==> config.mk <==
export PLATFORM = sky130hd
export DESIGN_NAME = writeback_regfile_flat
export DESIGN_NICKNAME = d
export VERILOG_FILES = /design/src/rtl/writeback_regfile_if.sv /design/src/rtl/writeback_regfile.sv /design/src/flat_wrapper.sv
export SDC_FILE = /design/constraint.sdc
export NUM_CORES = 2
export LEC_CHECK = 0
export CORE_MARGIN = 2
export CORE_UTILIZATION = 60
export DETAILED_ROUTE_END_ITERATION = 7
export GPL_TIMING_DRIVEN = 0
export HOLD_SLACK_MARGIN = 0.08
export PLACE_DENSITY_LB_ADDON = 0.15
export SLEW_MARGIN = 20
export SYNTH_ARGS = -nofsm -noshare
export SYNTH_HDL_FRONTEND = slang
export SYNTH_SLANG_ARGS = --single-unit
==> constraint.sdc <==
create_clock -name Clk -period 2.95 [get_ports Clk]
set_input_delay 0.59 -clock Clk [delete_from_list [all_inputs] [get_ports Clk]]
set_output_delay 0.59 -clock Clk [all_outputs]
set_load 0.02 [all_outputs]
==> src/rtl/writeback_regfile_if.sv <==
// MEM/WB-to-register-file bundle: write-back inputs, ID-stage read ports, forwarding and count outputs.
// The master modport drives the pipeline side; the slave modport is the register file.
interface writeback_regfile_if #(
    parameter int DATA_WIDTH = 32,
    parameter int ADDR_WIDTH = 5,
    parameter int CNT_WIDTH  = 32
);
    logic [DATA_WIDTH-1:0] MemReadDataIn;
    logic [DATA_WIDTH-1:0] ALUResultIn;
    logic [ADDR_WIDTH-1:0] RegRdIn;
    logic                  RegWriteIn;
    logic                  MemToRegIn;
    logic [ADDR_WIDTH-1:0] ReadReg1;
    logic [ADDR_WIDTH-1:0] ReadReg2;
    logic [DATA_WIDTH-1:0] ReadData1;
    logic [DATA_WIDTH-1:0] ReadData2;
    logic [DATA_WIDTH-1:0] WriteDataOut;
    logic [CNT_WIDTH-1:0]  WriteCount;

    modport master (
        output MemReadDataIn, ALUResultIn, RegRdIn, RegWriteIn, MemToRegIn, ReadReg1, ReadReg2,
        input  ReadData1, ReadData2, WriteDataOut, WriteCount
    );

    modport slave (
        input  MemReadDataIn, ALUResultIn, RegRdIn, RegWriteIn, MemToRegIn, ReadReg1, ReadReg2,
        output ReadData1, ReadData2, WriteDataOut, WriteCount
    );
endinterface

==> src/rtl/writeback_regfile.sv <==
// Write-back mux plus 2R/1W register file (r0 hardwired to zero) with a committed-write counter.
// Optional macro REGFILE_BYPASS_EN: a read of the register being written returns the new value.
module writeback_regfile #(
    parameter int DATA_WIDTH = 32,
    parameter int ADDR_WIDTH = 5,
    parameter int CNT_WIDTH  = 32
) (
    input  logic                Clk,
    input  logic                Reset,
    writeback_regfile_if.slave  bus
);
    localparam int DEPTH = 2 ** ADDR_WIDTH;

    logic [DATA_WIDTH-1:0] regs_q [DEPTH];
    logic [CNT_WIDTH-1:0]  count_q;
    logic [CNT_WIDTH-1:0]  count_d;
    logic [DATA_WIDTH-1:0] wb_data;
    logic                  commit;

    assign wb_data = bus.MemToRegIn ? bus.MemReadDataIn : bus.ALUResultIn;
    assign commit  = bus.RegWriteIn && (bus.RegRdIn != '0);
    assign count_d = count_q + CNT_WIDTH'(1);

    // NOTE: the whole file sits in the async reset because ID must read zeros the moment
    // Reset asserts; this forces flops rather than a RAM macro, which is intended here.
    always_ff @(posedge Clk or negedge Reset) begin
        if (!Reset) begin
            for (int i = 0; i < DEPTH; i++) regs_q[i] <= '0;
            count_q <= '0;
        end else if (commit) begin
            regs_q[bus.RegRdIn] <= wb_data;
            count_q             <= count_d;
        end
    end

    function automatic logic [DATA_WIDTH-1:0] read_port(input logic [ADDR_WIDTH-1:0] idx);
        if (idx == '0) return '0;
`ifdef REGFILE_BYPASS_EN
        if (commit && (idx == bus.RegRdIn)) return wb_data;
`endif
        return regs_q[idx];
    endfunction

    assign bus.ReadData1    = read_port(bus.ReadReg1);
    assign bus.ReadData2    = read_port(bus.ReadReg2);
    assign bus.WriteDataOut = wb_data;
    assign bus.WriteCount   = count_q;
endmodule

==> src/flat_wrapper.sv <==
// flat-port wrapper written by rule: the top's interface ports become plain ports
module writeback_regfile_flat 
#(
    parameter int DATA_WIDTH = 32,
    parameter int ADDR_WIDTH = 5,
    parameter int CNT_WIDTH  = 32
)
  (Clk, Reset, bus_MemReadDataIn, bus_ALUResultIn, bus_RegRdIn, bus_RegWriteIn, bus_MemToRegIn, bus_ReadReg1, bus_ReadReg2, bus_ReadData1, bus_ReadData2, bus_WriteDataOut, bus_WriteCount);
  writeback_regfile_if #(.DATA_WIDTH(DATA_WIDTH), .ADDR_WIDTH(ADDR_WIDTH), .CNT_WIDTH(CNT_WIDTH)) bus_i ();
  input  logic Clk;
  input  logic Reset;
  input wire logic [$bits(bus_i.MemReadDataIn)-1:0] bus_MemReadDataIn;
  input wire logic [$bits(bus_i.ALUResultIn)-1:0] bus_ALUResultIn;
  input wire logic [$bits(bus_i.RegRdIn)-1:0] bus_RegRdIn;
  input wire logic [$bits(bus_i.RegWriteIn)-1:0] bus_RegWriteIn;
  input wire logic [$bits(bus_i.MemToRegIn)-1:0] bus_MemToRegIn;
  input wire logic [$bits(bus_i.ReadReg1)-1:0] bus_ReadReg1;
  input wire logic [$bits(bus_i.ReadReg2)-1:0] bus_ReadReg2;
  output wire logic [$bits(bus_i.ReadData1)-1:0] bus_ReadData1;
  output wire logic [$bits(bus_i.ReadData2)-1:0] bus_ReadData2;
  output wire logic [$bits(bus_i.WriteDataOut)-1:0] bus_WriteDataOut;
  output wire logic [$bits(bus_i.WriteCount)-1:0] bus_WriteCount;
  assign bus_i.MemReadDataIn = bus_MemReadDataIn;
  assign bus_i.ALUResultIn = bus_ALUResultIn;
  assign bus_i.RegRdIn = bus_RegRdIn;
  assign bus_i.RegWriteIn = bus_RegWriteIn;
  assign bus_i.MemToRegIn = bus_MemToRegIn;
  assign bus_i.ReadReg1 = bus_ReadReg1;
  assign bus_i.ReadReg2 = bus_ReadReg2;
  assign bus_ReadData1 = bus_i.ReadData1;
  assign bus_ReadData2 = bus_i.ReadData2;
  assign bus_WriteDataOut = bus_i.WriteDataOut;
  assign bus_WriteCount = bus_i.WriteCount;
  writeback_regfile #(.DATA_WIDTH(DATA_WIDTH), .ADDR_WIDTH(ADDR_WIDTH), .CNT_WIDTH(CNT_WIDTH)) u_core (.Clk(Clk), .Reset(Reset), .bus(bus_i));
endmodule
-- Yosys cells after proc, flatten, opt, wreduce, memory -nomap -nowiden
Index checks and enable logic that the tools add are counted.
- add/subtract/negate cells: 1
- magnitude comparators: 4
- mux-type cells: 16
- bitwise operators: 3
- reductions and logical operators: 5
- operators by type and width (kind ; count):
    bitwise mux 1024 bit ; 1
    binary-select mux 32 bit (select 5 bit) ; 2
    2-to-1 mux 32 bit ; 10
    demux 32 bit (select 5 bit) ; 1
    adder 32 x 1 -> 32 bit, second input constant ; 1
    >= comparator 6 bit, second input constant ; 3
    NOT 5 -> 6 bit ; 3
    logical NOT 5 bit ; 2
    less-than comparator 6 x 1 -> 1 bit, second input constant ; 1
    nonzero test 5 bit ; 1
    logical AND 1 bit ; 2
    2-to-1 mux 1 bit ; 2
- bits in registers: 1056
- input bits: 83
- output and inout port bits: 128
- word-level logic and storage cells: 62

-- Depth between registers and ports, before layout
- depth after elaboration: 6
- mapped depth: 7
- gate-level depth less buffers: 5

-- Worst setup path after synthesis
Ideal clock, no wire load.
- path kind: input port to output port
- start: input bus_ReadReg1[1]
- end: output bus_ReadData1[11]
- arrival: 2300 ps
- required time: 2360 ps
- path slack: 60 ps
- cell stages on the path: 7
- path buffers: 3
- path through: buf_4 > buf_4 > nor2b_1 > clkbuf_1 > a221oi_1 > o21ai_0 > a311oi_1
- cells in the longest elaborated chain, start to end: 5
- elaborated cells on any way between the ends: 7
- classes of those cells: mux: 5; bitwise: 1; reduce/logical: 1
- ends and longest elaborated chain (element ; RTL line ; text):
    start, declared ; flat_wrapper.sv:17 ; input wire logic [$bits(bus_i.ReadReg1)-1:0] bus_ReadReg1;
    NOT 5 -> 6 bit (implied by the code) ; writeback_regfile.sv:41 ; return regs_q[idx];
    binary-select mux 32 bit (select 5 bit) ; writeback_regfile.sv:41 ;
    2-to-1 mux 32 bit (implied by the code) (2 in a row) ; writeback_regfile.sv:41 ;
    2-to-1 mux 32 bit (*) ; writeback_regfile.sv:41 ;
    end, declared ; flat_wrapper.sv:19 ; output wire logic [$bits(bus_i.ReadData1)-1:0] bus_ReadData1;
Every way passes the cells marked *; elsewhere a longest branch is shown, timed or not. The select of a mux whose other input is x is not followed.

-- Final worst setup path
- start: register u_core.regs_q[901] (netlist bit)
- end: output bus_ReadData1[5]
- cells in the longest elaborated chain, start to end: 4
- ends and longest elaborated chain (element ; RTL line ; text):
    start, declared ; writeback_regfile.sv:14 ; logic [DATA_WIDTH-1:0] regs_q [DEPTH];
    start signal, assigned by index ; writeback_regfile.sv:31 ; regs_q[bus.RegRdIn] <= wb_data;
    binary-select mux 32 bit (select 5 bit) ; writeback_regfile.sv:41 ;
    2-to-1 mux 32 bit (implied by the code) (2 in a row) ; writeback_regfile.sv:41 ;
    2-to-1 mux 32 bit ; writeback_regfile.sv:41 ;
Every way passes these cells. The select of a mux whose other input is x is not followed.

==> out/results.ini <==
[cts]
htree_levels = 3
clock-root-buffer = sky130_fd_sc_hd__clkbuf_16
clk_latency_ps = 720
cts.reportedPaths.clkPinSlew_ps = 60
clock_sinks = 1056
tritoncts.num_buffers = 111
cts_max_path_buffers = 3
cts_tree = built

[timing]
finalClockSkew_ps = 5.10
tightest_slew_ps = 1190
setup_viol_count_final = 85
hold_slack_ps = 467
grt_setup_unrepaired = true
highest_clock_rate_mhz = 315
timing.final.ws_setup_ps = -224
layout_min_cycle_time_ps = 3170
timing_hold_violations_final = 0
timing.slew.headroom_pct = 20.9
period_share_pct = 108
drv_slew = 0

[logic_synthesis]
synth_edf_count = 0
post-synth-top-count-cell = sky130_fd_sc_hd__dfrtp_1
yosys.area_share.xor_xnor_pct = 0.499
compound_gate_portion_of_the_synthesized_area_pct = 13.8
synthDominantCellAreaShare_pct = 48.5
post_synth_main_area_contributors = sky130_fd_sc_hd__dfrtp_1 49%, sky130_fd_sc_hd__mux4_2 19%, sky130_fd_sc_hd__a21oi_1 5.6%
synthArstFlopShare_pct = 100
yosys-mux-area-fraction_pct = 22.8
synth.largest_area_cell = sky130_fd_sc_hd__dfrtp_1
synth_area_in_adders_pct = 0.0230
syn_area_um2 = 54500
synth_top_flop_cell = sky130_fd_sc_hd__dfrtp_1
number_of_synthesized_register_bits = 1056
synth_fp_nets = 5027
yosys_warnings = 0
ys_types = 45
combinational_family_with_the_most_area_after_synthesis = multiplexers
sequential_share_of_the_synthesized_area_pct = 48.5
syn-instance-count = 4943
syn_area_per_cell_um2 = 11.0
post_synth_most_frequent_cells = 1,056 x sky130_fd_sc_hd__dfrtp_1, 621 x sky130_fd_sc_hd__nor2_1, 608 x sky130_fd_sc_hd__a21oi_1
post_synth_and_or_nand_nor_area_fraction_pct = 9.87

[power_and_ir_drop]
p_int_w = 0.0333
power.combinational.fraction_pct = 26.6
leakagePower_nw = 28.5
share_seq_of_total_power_pct = 41.2
power.net_switching_w = 0.0159
share_of_power_burned_in_the_clock_network_pct = 32.3
powerDensity_nw_per_um2 = 721
peak_vdd_ir_mv = 0.495
netSwitchingFraction_pct = 32.3
fin_total_pwr_w = 0.0492

[routing]
viasPerCell = 7.39
wire_per_inst_um = 36.1
first_pass_iters = 6
route.vias.total = 48978
detail-route-antenna-nets = 0
first_iter_violations = 9121
totalWireLength_um = 239000
drc = 0

[final_layout]
area.growth.synth_to_final_pct = 25.3
final_net_count = 5434
fraction_of_final_layout_cells_sized_beyond_drive_strength_1_pct = 28.1
finalInstanceArea_um2 = 68200
final_cell_count_no_fill = 6624

[grt]
grt_util_all_layers_pct = 51.1
grt_max_degree = 153
first_global_vias = 47966
number_of_antenna_violations_at_the_first_check_in_global_routing = 9
grt_first_pass_wirelength_um = 338000
overflow_left_after_global_routing = 0

[placed_design]
placement.cell_area_um2 = 58200
routabilityCongestion = 1.06
buffer_ports.inserted = 197
place.detailed.instances = 6326
post-dp-hpwl_um = 164000

[floorplanning]
num_rows = 110
die_height_um = 305
core_um2 = 90000
num_io_pins = 211
die_width_um = 305
die-area_um2 = 93200
floorplan.initialDensity_pct = 60.5

[setup_path]
timing_worst_setup_path_type = reg2out
worst_setup_path_start_kind = flip-flop
endpoint_kind = primary output
timing.critical_path.arrival_ps = 2580
cp.required_ps = 2360
critical_path.max_stage_delay_ps = 510
maximum_fanout_along_the_worst_path = 2
slowest_stage = sky130_fd_sc_hd__mux4_2
cp_cell_sequence = mux4_2 > nor2b_4 > a211oi_4 > a311oi_4 > buf_6

[min_path]
min-delay-path-class = in2async

[flow_run]
max_cap_viol_count = 0

[outcome]
failing_checks = setup timing
result_of_the_run = complete, but fails checks

-- logic make-up (layout without fill, tap and decap cells) --
kind of cell / count (synthesis) / after routing
XOR/XNOR: 31 / 31
flip-flops: 1056 / 1056
buffers and inverters: 580 / 1080
multiplexers: 673 / 673
AND/OR/NAND/NOR: 1268 / 1268
other: 0 / 5
AO/OA/AOI/OAI: 1334 / 1334
adder cells (fa/ha/maj): 1 / 1
-- worst paths after layout --
path                                                             from                               endpoint  slack (ps)  cells after the start
max in group asynchronous                                       Reset         u_core.regs_q[787]$_DFFE_PN0P_         650                      4
min in group Clk                u_core.bus.WriteCount[31]$_DFFE_PN0P_  u_core.bus.WriteCount[31]$_DFFE_PN0P_         480                      1
worst min register to register  u_core.bus.WriteCount[31]$_DFFE_PN0P_  u_core.bus.WriteCount[31]$_DFFE_PN0P_         480                      1
worst max-delay path                   u_core.regs_q[901]$_DFFE_PN0P_                       bus_ReadData1[5]        -220                      5
worst min-delay path                                            Reset        u_core.regs_q[1019]$_DFFE_PN0P_         470                      2
worst max register to register  u_core.bus.WriteCount[11]$_DFFE_PN0P_  u_core.bus.WriteCount[21]$_DFFE_PN0P_        1030                      6
-- sequential cells by signal (all words and copies together) (netlist names) --
name	cells
u_core.regs_q	1024
u_core.bus.WriteCount	32
-- power groups by stage --
stage / Clock [W] / Combinational [W] / Sequential [W]
final: 0.0159 / 0.0131 / 0.0202
after global routing: 0.0163 / 0.0136 / 0.0205
after CTS: 0.0157 / 0.0120 / 0.0200
after detailed placement: 0 / 0.0105 / 0.0202
after global placement: 0 / 0.0101 / 0.0201
after floorplan: 0 / 0.00711 / 0.0195
-- worst max-delay path: cells and delay by family, from the launching register on --
kind	cells	cell delay, ps
AO/OA/AOI/OAI	2	580
buffers and inverters	1	210
flip-flops	1	400
AND/OR/NAND/NOR	1	160
multiplexers	1	510
-- placed cells by master (no fill, tap or decap), types with 29 or more instances in the layout --
cell type,instances
sky130_fd_sc_hd__a211oi_4,43
sky130_fd_sc_hd__a21oi_1,608
sky130_fd_sc_hd__a22oi_1,41
sky130_fd_sc_hd__buf_12,36
sky130_fd_sc_hd__buf_2,62
sky130_fd_sc_hd__buf_4,136
sky130_fd_sc_hd__buf_6,76
sky130_fd_sc_hd__buf_8,41
sky130_fd_sc_hd__clkbuf_1,266
sky130_fd_sc_hd__clkbuf_16,119
sky130_fd_sc_hd__clkbuf_8,73
sky130_fd_sc_hd__clkdlybuf4s50_1,125
sky130_fd_sc_hd__dfrtp_1,1056
sky130_fd_sc_hd__inv_1,39
sky130_fd_sc_hd__mux2_2,29
sky130_fd_sc_hd__mux2_4,36
sky130_fd_sc_hd__mux2i_1,128
sky130_fd_sc_hd__mux2i_4,32
sky130_fd_sc_hd__mux4_2,448
sky130_fd_sc_hd__nand2_1,484
sky130_fd_sc_hd__nor2_1,614
sky130_fd_sc_hd__nor2b_4,39
sky130_fd_sc_hd__o2111ai_4,32
sky130_fd_sc_hd__o21ai_0,393
sky130_fd_sc_hd__o21ai_2,35
-- layout make-up --
type	instances	area, um2
Antenna cell	5	12.5
Clock buffer	161	3270
Tap cell	1176	1470
Fill cell	5839	21800
Clock inverter	45	810
Multi-Input combinational cell	3307	28900
Sequential cell	1056	26400
Timing Repair Buffer	317	3200
Buffer	518	4000
Inverter	39	146
-- routing by layer --
layer,track usage (%),vias to the layer above,share of wire (%)
met4,33.6,16,8.5
met2,68.0,4811,40
met1,62.9,24305,32
li1,-,18704,-
met3,29.9,1142,19
met5,0.103,-,0.093
-- stage by stage --
stage                     setup TNS, ps  util (%)  setup slack, ps
after floorplan                       0         -             60.4
after global placement                -      64.3           -46540
after detailed placement        -581870      64.7            -2400
after CTS                         -3320      74.4             -190
after global routing              -4810      75.8             -177
final                             -6970      75.8             -224
-- repair_timing --
action,4_1_cts,5_1_grt
buffers inserted,64,43
hold buffers,1,0
endpoints found under the hold margin,121,0
setup endpoints to repair,146,82
gates cloned,0,1
pin swaps,110,66
resized for setup,1384,194
(Power assumes the default switching activity.)
